## config.mk

```make
export PLATFORM = sky130hd
export DESIGN_NAME = rng_deal_controller
export DESIGN_NICKNAME = d
export VERILOG_FILES = /design/src/rtl/rng_pkg.sv /design/src/rtl/rng_deck_tracker.sv /design/src/rtl/rng_deal_controller.sv
export SDC_FILE = /design/constraint.sdc
export NUM_CORES = 1
export LEC_CHECK = 0
export ABC_AREA = 1
export BUFFER_PORTS_ARGS = -buffer_cell sky130_fd_sc_hd__buf_2
export CORE_ASPECT_RATIO = 0.6
export CORE_MARGIN = 2
export CORE_UTILIZATION = 30
export DETAILED_ROUTE_END_ITERATION = 8
export PLACE_DENSITY = 0.48
export SYNTH_ARGS = -nofsm -noshare
export SYNTH_HDL_FRONTEND = slang
export SYNTH_HIERARCHICAL = 1
export SYNTH_SLANG_ARGS = --single-unit
```

## constraint.sdc

```tcl
create_clock -name clk_i -period 3.3 [get_ports clk_i]
set_clock_uncertainty 0.15 [all_clocks]
set_input_delay 0.33 -clock clk_i [delete_from_list [all_inputs] [get_ports clk_i]]
set_output_delay 0.33 -clock clk_i [all_outputs]
set_load 0.02 [all_outputs]
```

## src/rtl/rng_pkg.sv

```systemverilog
// rng_pkg: shared deck size, card type and deal-state encoding for the card dealer
package rng_pkg;
    localparam int DECK_SIZE = 52;
    typedef logic [7:0] card_t;
    typedef enum logic [1:0] {IDLE, SPIN, HUNT, DELIVER} deal_state_t;
endpackage

```

## src/rtl/rng_deck_tracker.sv

```systemverilog
// rng_deck_tracker: dealt-card mask with membership test, mark and clear, plus dealt count and empty flag
module rng_deck_tracker
    import rng_pkg::*;
#(
    parameter int DECK_SIZE = rng_pkg::DECK_SIZE
) (
    input  logic       clk_i,
    input  logic       rst_i,
    input  logic       clear_i,
    input  logic       mark_i,
    input  card_t      mark_card_i,
    input  card_t      test_card_i,
    output logic       test_free_o,
    output logic [5:0] deal_count_o,
    output logic       empty_o
);
    localparam logic [DECK_SIZE-1:0] ONE = {{(DECK_SIZE-1){1'b0}}, 1'b1};
    logic [DECK_SIZE-1:0] mask;
    // card c lives at mask bit c-1; card 0 underflows and is excluded by the range test
    assign test_free_o = test_card_i >= 8'd1 && test_card_i <= 8'(DECK_SIZE) &&
                         !(|(mask & (ONE << (test_card_i - 8'd1))));
    assign empty_o = deal_count_o == 6'(DECK_SIZE);
    always_ff @(posedge clk_i or posedge rst_i) begin
        if (rst_i) begin
            mask <= '0;
            deal_count_o <= '0;
        end else if (clear_i) begin
            mask <= '0;
            deal_count_o <= '0;
        end else if (mark_i) begin
            mask <= mask | (ONE << (mark_card_i - 8'd1));
            deal_count_o <= deal_count_o + 6'd1;
        end
    end
endmodule

```

## src/rtl/rng_deal_controller.sv

```systemverilog
// rng_deal_controller: deals unique cards by sampling a free-running counter after a spin delay
// Optional RNG_DEAL_STATS_EN adds last_hunt_o, the rejected-sample count of the latest card.
module rng_deal_controller
    import rng_pkg::*;
#(
    parameter int DECK_SIZE   = rng_pkg::DECK_SIZE,
    parameter int SPIN_CYCLES = 7
) (
    input  logic       clk_i,
    input  logic       rst_i,
    input  logic       draw_req_i,
    input  logic       shuffle_i,
    input  logic [7:0] counter_val_i,
    output logic       counter_run_o,
    output logic [7:0] card_o,
    output logic       card_valid_o,
    input  logic       card_ready_i,
    output logic [5:0] deal_count_o,
    output logic       deck_empty_o,
    output logic       busy_o
`ifdef RNG_DEAL_STATS_EN
    ,
    output logic [7:0] last_hunt_o
`endif
);
    deal_state_t state, state_n;
    card_t spin_cnt;
    logic clear, mark, free;
    rng_deck_tracker #(.DECK_SIZE(DECK_SIZE)) u_deck (
        .clk_i       (clk_i),
        .rst_i       (rst_i),
        .clear_i     (clear),
        .mark_i      (mark),
        .mark_card_i (counter_val_i),
        .test_card_i (counter_val_i),
        .test_free_o (free),
        .deal_count_o(deal_count_o),
        .empty_o     (deck_empty_o)
    );
    always_comb begin
        state_n = state;
        clear = 1'b0;
        mark = 1'b0;
        case (state)
            IDLE: begin
                clear = shuffle_i;
                state_n = (draw_req_i && !shuffle_i && !deck_empty_o) ? SPIN : IDLE;
            end
            SPIN: state_n = spin_cnt == '0 ? HUNT : SPIN;
            HUNT: begin
                mark = free;
                state_n = free ? DELIVER : HUNT;
            end
            DELIVER: state_n = card_ready_i ? IDLE : DELIVER;
            default: state_n = IDLE;
        endcase
    end
    assign counter_run_o = state == SPIN || state == HUNT;
    assign card_valid_o = state == DELIVER;
    assign busy_o = state != IDLE;
    always_ff @(posedge clk_i or posedge rst_i) begin
        if (rst_i) begin
            state <= IDLE;
            spin_cnt <= '0;
            card_o <= '0;
        end else begin
            state <= state_n;
            spin_cnt <= state == IDLE ? 8'(SPIN_CYCLES - 1) : state == SPIN ? spin_cnt - 8'd1 : spin_cnt;
            if (mark)
                card_o <= counter_val_i;
        end
    end
`ifdef RNG_DEAL_STATS_EN
    card_t hunt_cnt;
    always_ff @(posedge clk_i or posedge rst_i) begin
        if (rst_i) begin
            hunt_cnt <= '0;
            last_hunt_o <= '0;
        end else begin
            hunt_cnt <= state == IDLE ? 8'd0 : (state == HUNT && !free) ? hunt_cnt + 8'd1 : hunt_cnt;
            if (mark)
                last_hunt_o <= hunt_cnt;
        end
    end
`endif
endmodule
```

==> results of run 1 <==
-- worst max path at each step --
| stage | slack, ps | depth (start not counted) | to |
|---|---|---|---|
| after CTS | 290 | 23 | u_deck/mask[20]$_DFFE_PP0P_ |
| after floorplan | 210 | 21 | u_deck/mask[18]$_DFFE_PP0P_ |
| after global placement | -9 | 23 | u_deck/mask[19]$_DFFE_PP0P_ |
| after global routing | 7 | 24 | u_deck/mask[20]$_DFFE_PP0P_ |
| after detailed placement | -60 | 23 | u_deck/mask[20]$_DFFE_PP0P_ |
| final | 260 | 27 | u_deck/mask[27]$_DFFE_PP0P_ |
-- where the power goes --
part           internal (W)  total (W)  switching (W)
Combinational     0.0000966   0.000331       0.000234
Clock              0.000779    0.00117       0.000388
Sequential         0.000956   0.000971      0.0000145
Total               0.00183    0.00247       0.000636
-- metrics by stage --
stage               setup slack, ps  TNS, ps  power [W]
detailed placement            -55.2     -177    0.00132
global placement              -8.91    -30.5    0.00132
finish                          263        0    0.00247
floorplan                       207        0    0.00119
CTS                             293        0    0.00250
global route                   7.25        0    0.00259
-- synthesized netlist by cell type (2+ instances only) --
library cell	instances	share of area (%)
nor3_2	4	0.90
nand3_2	2	0.45
xor2_1	5	0.99
xor2_2	2	0.73
nand2_2	8	1.1
nor4_2	7	2.0
inv_2	10	0.85
nand2_1	111	9.4
o21a_1	2	0.34
dfrtp_1	76	43
nor2_2	11	1.6
nand4_1	14	2.0
clkbuf_1	10	0.85
a21oi_1	55	6.2
ha_1	11	3.1
nand3_1	28	3.2
buf_4	3	0.51
inv_1	50	4.2
a31oi_1	6	0.85
a22o_1	4	0.79
nor4_1	2	0.28
o21ai_0	12	1.4
nor3_1	12	1.4
buf_2	2	0.23
nor2_1	117	9.9
buf_6	3	0.76
a21oi_2	3	0.59
-- registers in the layout (all words and copies together) (netlist names) --
| signal | cells |
|---|---|
| card_o | 8 |
| u_deck/deal_count_o | 6 |
| u_deck/mask | 52 |
| state | 2 |
| spin_cnt | 8 |
-- cell usage in the layout, fill, tap and decap left out, types with 3 or more instances in the layout --
master     netlist  layout
nor2_1         117     116
nand2_1        111     111
dfrtp_1         76      76
a21oi_1         55      55
inv_1           50      49
buf_4            3      32
buf_2            2      30
nand3_1         28      28
nand4_1         14      14
o21ai_0         12      12
nor2_2          11      12
inv_2           10      11
ha_1            11      11
nor3_1          12      11
clkbuf_16        0       9
nand2_2          8       8
nor4_2           7       7
a31oi_1          6       6
nor3_2           4       5
xor2_1           5       5
a22o_1           4       4
bufinv_16        0       3
a21oi_2          3       3
buf_12           0       3
-- layer usage --
metal  up-vias  global-route usage, %
met3         9                   4.97
met5         -                      0
met4         0                   4.05
li1       2002                      -
met2       118                   23.0
met1      1968                   29.1
-- cells by family (layout without fill, tap and decap cells) --
kind of cell             Yosys count  in the layout
flip-flops                        76             76
adder cells (fa/ha/maj)           11             11
AO/OA/AOI/OAI                     86             86
buffers and inverters             79            143
XOR/XNOR                          10             10
AND/OR/NAND/NOR                  319            319
-- timing repair --
| action | 4_1_cts | 5_1_grt |
|---|---|---|
| gates resized for setup | 0 | 1 |
| hold buffers | 1 | 0 |
| endpoints found under the hold margin | 26 | 0 |
| setup endpoints to repair | 0 | 1 |
| buffers inserted | 0 | 0 |
-- area by class of cell --
| cell class | count | area [sq um] |
|---|---|---|
| fillers | 1560 | 9070 |
| inverters | 61 | 230 |
| multi-input cells | 426 | 2200 |
| repair buffers | 66 | 460 |
| clock buffers | 12 | 256 |
| flip-flops and latches | 76 | 1900 |
| clock inverters | 4 | 95.1 |
| well taps | 198 | 248 |
-- critical path, stage by stage --
cell and delay (ps):
buf_2 110, inv_1 100, buf_4 140, nand2_1 50, nor2_1 140, nand2_1 70, nand2_1 90, nand3_1 90
nor2_1 100, nand2_1 90, nor2_1 250, nand2_1 90, nor2_1 220, nor3_1 80, nand2_1 70, nor2_1 50
nor2_1 80, nor2_1 70, nand2_2 70, inv_2 50, inv_1 100, nor2_1 60, nand2_1 110, nor2_2 40
buf_4 180, a31oi_1 190, nor2_1 50
==> flow_metrics.tcl, run 1 <==
set metrics [dict create \
    startpoint "counter_val_i[1]" \
    arrival_ps 3090 \
    boundaryPins 31 \
    drtPass1Iterations 4 \
    grt_max_degree 53 \
    stdcell_count 843 \
    final_cell_area_sq_mm 0.00539 \
    ys_seq_area_share_pct 42.9 \
    finalHoldViolations 0 \
    ys_types 38 \
    synthAdderAreaFrac_pct 3.11 \
    grt_pass1_wl_um 22000 \
    start_util_pct 30.6 \
    holdPathStages 3 \
    slew_violations 0 \
    grt_usage_pct 18.0 \
    r2r-end "u_deck/mask[20]$_DFFE_PP0P_" \
    synth-simple-area-share_pct 32.6 \
    dpl_cell_area_sq_mm 0.00503 \
    cp-start-kind "primary input" \
    grt_overflow 0 \
    wl_met3_um 968 \
    slew-limit-headroom_pct 45.5 \
    clockRootBuffer "clkbuf_16" \
    worst_hold_path.endpoint "state[0]$_DFF_PP0_" \
    rsz0062_at_grt "no" \
    highest_layer "met4" \
    drc 0 \
    grt_pass1_vias 3923 \
    status "completed" \
    synth_compound_area_share_pct 10.9 \
    fmax_mhz 329 \
    leakagePower_nw 2.61 \
    port_buffers 30 \
    dp_cells 826 \
    hp-start "draw_req_i" \
    p_per_area_mw_per_mm2 458 \
    timing.max_cap.violations 0 \
    tritoncts "done" \
    met1_length_um 7330 \
    synthMuxAreaShare_pct 0 \
    ys_seq_elements 76 \
    ir_worst_vdd_mv 0.201 \
    fin_crit_sh_pct 92.0 \
    syn_nets 605 \
    clock_path_buffers 2 \
    worstPathMaxFanout 10 \
    fin_nets 664 \
    netlist_area_sq_mm 0.00443 \
    num_vias 4097 \
    viasPerCell 4.86 \
    worstSetupPathType "primary input to flip-flop" \
    path_clk_slew_ps 60 \
    synth-xor-area-share_pct 2.91 \
    area_growth_syn_to_layout_pct 21.7 \
    required_ps 3350 \
    hold_path_class "primary input to flip-flop" \
    hold_ws_ps 75.5 \
    wl_met2_um 5090 \
    ff2ff_setup_slack_ps 910 \
    syn_inst 581 \
    drt_iter0_markers 331 \
    drive_gt1_share_pct 20.9 \
    dieArea_sq_mm 0.0158 \
    core-area_sq_mm 0.0145 \
    cts_buffers 9 \
    avgSynthCellArea_sq_um 7.63 \
    setup_violations 0 \
    synth_top_family_by_area "simple AND/OR/NAND/NOR gates" \
    yosys_warnings 6 \
    chipWidth_um 161 \
    synth_ff_type "dfrtp_1" \
    cts_num_sinks 76 \
    finalCriticalPeriod_ps 3040 \
    endpoint_kind "flip-flop" \
    wl_um 13500 \
    gp_congestion 0.946 \
    grt_antenna_before_repair 0 \
    ys_async_sr_fraction_pct 100 \
    worst_pin_slew_ps 816 \
    diodes 0 \
    dieHeight_um 98.1 \
    r2r-start "u_deck/mask[50]$_DFFE_PP0P_" \
    num_rows 34 \
    fin_util_pct 37.3 \
    clock_latency_ps 340 \
    htreeDepth 3 \
    routedWlPerCell_um 16.0 \
    dp_hpwl_um 10200 \
    reg2regPathDepth 15 \
    synth_edf_count 0 \
    antenna_left 0 \
]
Note: power is estimated with default switching activity, not from simulation.
==> run 2, diff against run 1 <==
ABC_AREA = not set   (was 1)
SKIP_LAST_GASP = 1   (was not set)
==> flow_metrics.tcl, run 2 <==
set metrics [dict create \
    status "completed" \
    drt_iter0_markers 255 \
    ys_seq_elements 76 \
    port_buffers 30 \
    drtPass1Iterations 5 \
    cts_num_sinks 76 \
    p_per_area_mw_per_mm2 486 \
    hp-start "draw_req_i" \
    seqPwrFrac_pct 39.0 \
    clockRootBuffer "clkbuf_16" \
    nFillCells 1418 \
    critical_path.slowest_cell "or4_4" \
    dp_slack_ps -255 \
    synth_common_cells "nor2_1 (78), dfrtp_1 (76), a21oi_1 (59), nand2_1 (28), nand3_1 (21)" \
    grt_max_degree 35 \
    routedWlPerCell_um 18.1 \
    netlist_area_sq_mm 0.00419 \
    htreeDepth 3 \
    path_clk_slew_ps 60 \
    grt_antenna_before_repair 0 \
    drc 0 \
    clkPwrFrac_pct 36.9 \
    swShare_pct 32.9 \
    ys_async_sr_fraction_pct 100 \
    cts_buffers 9 \
    worstSetupPathType "primary input to flip-flop" \
    start_util_pct 30.7 \
    fin_crit_sh_pct 95.0 \
    cp-start-kind "primary input" \
    endpoint_kind "flip-flop" \
    avgSynthCellArea_sq_um 9.33 \
    grt_pass1_wl_um 21000 \
    crit_family "simple AND/OR/NAND/NOR gates" \
    path_cells "buf_2 -> or4_4 -> nor4_2 -> xnor2_1 -> and3_1 -> a221oi_2 -> nand4_1 -> o311ai_4 -> nand2_2 -> inv_2 -> buf_4 -> nand4_1 -> or3_1 -> a21oi_1" \
    wl_um 13100 \
    leakagePower_nw 2.42 \
    synth.top_cells.by_area "dfrtp_1 (45%), a21oi_1 (7.0%), nor2_1 (7.0%)" \
    core-area_sq_mm 0.0137 \
    ys_types 62 \
    worst_hold_path.endpoint "state[0]$_DFF_PP0_" \
    r2r-start "u_deck/mask[33]$_DFFE_PP0P_" \
    tritoncts "done" \
    largestRegisters "u_deck/mask: 52 flops, card_o: 8 flops, spin_cnt: 8 flops" \
    arrival_ps 3260 \
    grt_pass1_vias 3669 \
    ff2ff_setup_slack_ps 440 \
    area_growth_syn_to_layout_pct 27.2 \
    drive_gt1_share_pct 26.7 \
    syn_nets 473 \
    reg2regPathDepth 12 \
    fmax_mhz 319 \
    switchingPower_w 0.000854 \
    startpoint "counter_val_i[3]" \
    num_rows 33 \
    dieHeight_um 95.5 \
    yosysTopAreaCellShare_pct 45.4 \
    clock_path_buffers 2 \
    fin_util_pct 39.0 \
    finalHoldViolations 0 \
    final_cell_mix "nor2_1 (78), dfrtp_1 (76), a21oi_1 (59), buf_4 (46), buf_2 (30)" \
    boundaryPins 31 \
    slowest_delay_ps 530 \
    slew_violations 0 \
    synth_ff_type "dfrtp_1" \
    layout_commonest_cell "nor2_1" \
    yosys_warnings 6 \
    ys_seq_area_share_pct 45.4 \
    top_register "u_deck/mask" \
    syn_inst 449 \
    fin_nets 548 \
    p_int_w 0.00174 \
    yosysTopAreaCell "dfrtp_1" \
    finalCriticalPeriod_ps 3140 \
    synth_edf_count 0 \
    rsz0062_at_grt "yes" \
    timing.max_cap.violations 0 \
    yosysMostFrequentCell "nor2_1" \
    r2r-end "u_deck/deal_count_o[5]$_DFFE_PP0P_" \
    dp_hpwl_um 9670 \
    chipWidth_um 157 \
    gp_congestion 0.874 \
    slew-limit-headroom_pct 50.3 \
    viasPerCell 5.08 \
    clock_latency_ps 340 \
    diodes 0 \
    largest_reg_flops 52 \
    num_vias 3662 \
    grt_usage_pct 18.9 \
    holdPathStages 3 \
    postCtsSetupRepairBufs 0 \
    dieArea_sq_mm 0.0150 \
    combPwrFrac_pct 24.0 \
    hold_path_class "primary input to flip-flop" \
    ir_worst_vdd_mv 0.212 \
    setup_violations 0 \
    layout_setup_ws_ps 164 \
    grt_overflow 0 \
    crit_top_cell "nand4_1" \
    critPathBufInv 3 \
    antenna_left 0 \
    worst_pin_slew_ps 743 \
    required_ps 3420 \
    worstPathMaxFanout 8 \
]
[run 2: layout make-up]
type | instances | area (sq um) | area share (%)
clock inverter | 6 | 47.5 | 0.892
multi-input combinational | 338 | 2230 | 41.8
sequential | 76 | 1900 | 35.7
timing repair buffer | 83 | 608 | 11.4
clock buffer | 10 | 239 | 4.48
inverter | 16 | 67.6 | 1.27
tap | 192 | 240 | 4.51
[run 2: repair_timing]
item / in CTS / in global routing
hold buffers: 1 / 0
setup endpoints to repair: 0 / 37
endpoints found under the hold margin: 44 / 0
gates resized for setup: 0 / 5
[run 2: power groups by stage]
stage	registers (W)	logic, W	clock network, W
final	0.00101	0.000622	0.000957
after detailed placement	0.00103	0.000620	0
after floorplan	0.00106	0.000349	0
after CTS	0.00101	0.000624	0.000982
after global placement	0.00103	0.000614	0
after global routing	0.00102	0.000685	0.00102
[run 2: worst max-delay path by stage]
stage / end / slack [ps] / depth (start not counted)
2_1_floorplan: u_deck/mask[3]$_DFFE_PP0P_ / 3 / 16
3_3_place_gp: u_deck/deal_count_o[5]$_DFFE_PP0P_ / -310 / 16
3_5_place_dp: u_deck/deal_count_o[5]$_DFFE_PP0P_ / -250 / 16
4_1_cts: u_deck/deal_count_o[5]$_DFFE_PP0P_ / 90 / 16
5_1_grt: u_deck/mask[5]$_DFFE_PP0P_ / -9 / 15
6_report: u_deck/deal_count_o[5]$_DFFE_PP0P_ / 160 / 14
[run 2: logic make-up after synthesis]
kind of cell / after synthesis / share of synthesized area (%)
AOI/OAI and AO/OA: 102 / 14.7
DFF: 76 / 45.4
and+or+nand+nor: 188 / 24.0
adders and majority gates: 11 / 3.28
buffers and inverters: 35 / 3.64
muxes: 17 / 4.63
xor gates and xnor gates: 20 / 4.36
[run 2: metal layers]
layer  track usage (%)  vias up  wire length, um
li1                  -     1744                -
met1              29.2     1795             7070
met2              25.1      111             4910
met3              5.50       12              912
met4              4.97        0              158
met5                 0        -                0
[run 2: worst register-to-register path, cell delays in order (launching register included)]
cell and delay, ps:
dfrtp_1 400, mux4_2 460, nand2_1 80, o31ai_1 80, a221oi_2 280, nand4_1 200
o311ai_4 120, nand2_2 100, inv_2 130, buf_4 180, nand4_1 130, or3_1 360
a21oi_1 140
[run 2: per-stage QoR]
step | cells | power (W) | instance area, sq um | hold slack [ps] | TNS (ps)
floorplan | 449 | 0.00141 | 4310 | 119 | 0
global placement | 704 | 0.00164 | 5010 | 306 | -10500
detailed placement | 704 | 0.00165 | 5010 | 321 | -6940
CTS | 721 | 0.00262 | 5310 | 111 | 0
global route | 721 | 0.00272 | 5330 | 137 | -9.42
finish | 721 | 0.00259 | 5330 | 114 | 0
==> run 3, diff against run 2 <==
RECOVER_POWER = 100   (was not set)
==> flow_metrics.tcl, run 3 (same netlist as run 2, synthesis figures left out) <==
set metrics [dict create \
    status "completed" \
    port_buffers 30 \
    wl_um 13100 \
    dp_hpwl_um 9670 \
    grt_overflow 0 \
    setup_violations 0 \
    clock_latency_ps 340 \
    clockRootBuffer "clkbuf_16" \
    leakagePower_nw 2.34 \
    postCtsSetupRepairBufs 0 \
    grt_pass1_vias 3669 \
    clock_path_buffers 2 \
    rsz0062_at_grt "yes" \
    grt_antenna_before_repair 0 \
    nFillCells 1428 \
    critPathBufInv 5 \
    finalCriticalPeriod_ps 3150 \
    htreeDepth 3 \
    largest_reg_flops 52 \
    start_util_pct 30.7 \
    routedWlPerCell_um 18.2 \
    top_register "u_deck/mask" \
    stdcell_count 721 \
    drtPass1Iterations 5 \
    ir_worst_vdd_mv 0.212 \
    antenna_left 0 \
    gp_congestion 0.874 \
    worst_pin_slew_ps 1170 \
    hold_ws_ps 115 \
    grt_max_degree 35 \
    hold_path_class "primary input to flip-flop" \
    fin_crit_sh_pct 95.4 \
    drive_gt1_share_pct 22.5 \
    endpoint_kind "flip-flop" \
    worstPathMaxFanout 7 \
    seqCellArea_sq_mm 0.00190 \
    fmax_mhz 318 \
    tritoncts "done" \
    fin_nets 548 \
    layout_commonest_cell "nor2_1" \
    critical_path.slowest_cell "o311ai_1" \
    area_growth_syn_to_layout_pct 26.4 \
    cts_buffers 9 \
    num_rows 33 \
    required_ps 3420 \
    path_clk_slew_ps 60 \
    slowest_delay_ps 420 \
    dieArea_sq_mm 0.0150 \
    chipWidth_um 157 \
    path_cells "buf_2 -> buf_12 -> o31ai_2 -> nand2_1 -> buf_4 -> nand3_1 -> a31oi_1 -> o311ai_1 -> nand4_1 -> o311ai_4 -> nand2_2 -> inv_2 -> buf_4 -> nand4_1 -> or3_1 -> a21oi_1" \
    viasPerCell 5.10 \
    cp-start-kind "primary input" \
    core-area_sq_mm 0.0137 \
    dieHeight_um 95.5 \
    grt_pass1_wl_um 21000 \
    slew-limit-headroom_pct 22.2 \
    cts_num_sinks 76 \
    drc 0 \
    multiInputGateArea_sq_mm 0.00222 \
    grt_usage_pct 18.9 \
    dp_cells 704 \
    slew_violations 0 \
    boundaryPins 31 \
    timing.max_cap.violations 0 \
    num_vias 3677 \
    worstSetupPathType "primary input to flip-flop" \
    arrival_ps 3270 \
    final_cell_mix "nor2_1 (78), dfrtp_1 (76), a21oi_1 (59), buf_4 (44), nand2_1 (27)" \
    finalHoldViolations 0 \
    crit_family "simple AND/OR/NAND/NOR gates" \
    largestRegisters "u_deck/mask: 52 flops, card_o: 8 flops, spin_cnt: 8 flops" \
    p_per_area_mw_per_mm2 486 \
    drt_iter0_markers 281 \
    diodes 0 \
]
-- run 3: cell type report --
cell class              count  area share [%]
multi-input cells         338            42.0
clock buffers              10            4.51
flip-flops and latches     76            35.9
repair buffers             83            10.9
clock inverters             6           0.897
inverters                  16            1.28
well taps                 192            4.53
-- run 3: metal layers --
metal	up-vias	global-route usage [%]	wire length, um
li1	1747	-	-
met5	-	0	0
met1	1800	29.2	7090
met3	12	5.50	910
met2	118	25.1	4940
met4	0	4.97	156
-- run 3: final timing paths --
check                      slack [ps]  depth (start not counted)                        start                                  to
hold reg to reg                   350                          2  u_deck/mask[15]$_DFFE_PP0P_         u_deck/mask[15]$_DFFE_PP0P_
min in group asynchronous         490                          3                        rst_i                  state[1]$_DFF_PP0_
hold / removal                    110                          3                   draw_req_i                  state[0]$_DFF_PP0_
setup / recovery                  150                         16             counter_val_i[1]  u_deck/deal_count_o[5]$_DFFE_PP0P_
max in group asynchronous         940                          4                        rst_i          u_deck/mask[4]$_DFFE_PP0P_
setup reg to reg                  430                         12  u_deck/mask[33]$_DFFE_PP0P_  u_deck/deal_count_o[5]$_DFFE_PP0P_
-- run 3: worst reg2reg max path, delay by kind of cell, from the launching register on --
| kind | cells | cell delay, ps |
|---|---|---|
| AND/OR/NAND/NOR | 5 | 870 |
| flip-flops | 1 | 390 |
| multiplexers | 1 | 460 |
| buffers and inverters | 2 | 310 |
| AO/OA/AOI/OAI | 4 | 620 |
-- run 3: stage by stage --
| step | instance area [sq um] | utilization [%] | total power [W] | worst slack, ps | setup TNS, ps |
|---|---|---|---|---|---|
| 2_1_floorplan | 4310 | - | 0.00141 | 2.95 | 0 |
| 5_1_grt | 5300 | 38.8 | 0.00271 | -9.42 | -9.42 |
| 4_1_cts | 5310 | 38.8 | 0.00262 | 85.5 | 0 |
| 3_3_place_gp | 5010 | 36.7 | 0.00164 | -311 | -10500 |
| 6_report | 5300 | 38.8 | 0.00258 | 151 | 0 |
| 3_5_place_dp | 5010 | 36.7 | 0.00165 | -255 | -6940 |
-- run 3: power by group --
group,internal (W),switching (W),total [W]
Sequential,0.000981,0.0000313,0.00101
Clock,0.000535,0.000421,0.000956
Combinational,0.000207,0.000401,0.000609
Total,0.00172,0.000854,0.00258
-- run 3: repair_timing --
| item | in CTS | in global routing |
|---|---|---|
| resized for setup | 0 | 5 |
| hold buffers | 1 | 0 |
| endpoints found under the setup margin | 0 | 37 |
| hold endpoints to repair | 44 | 0 |
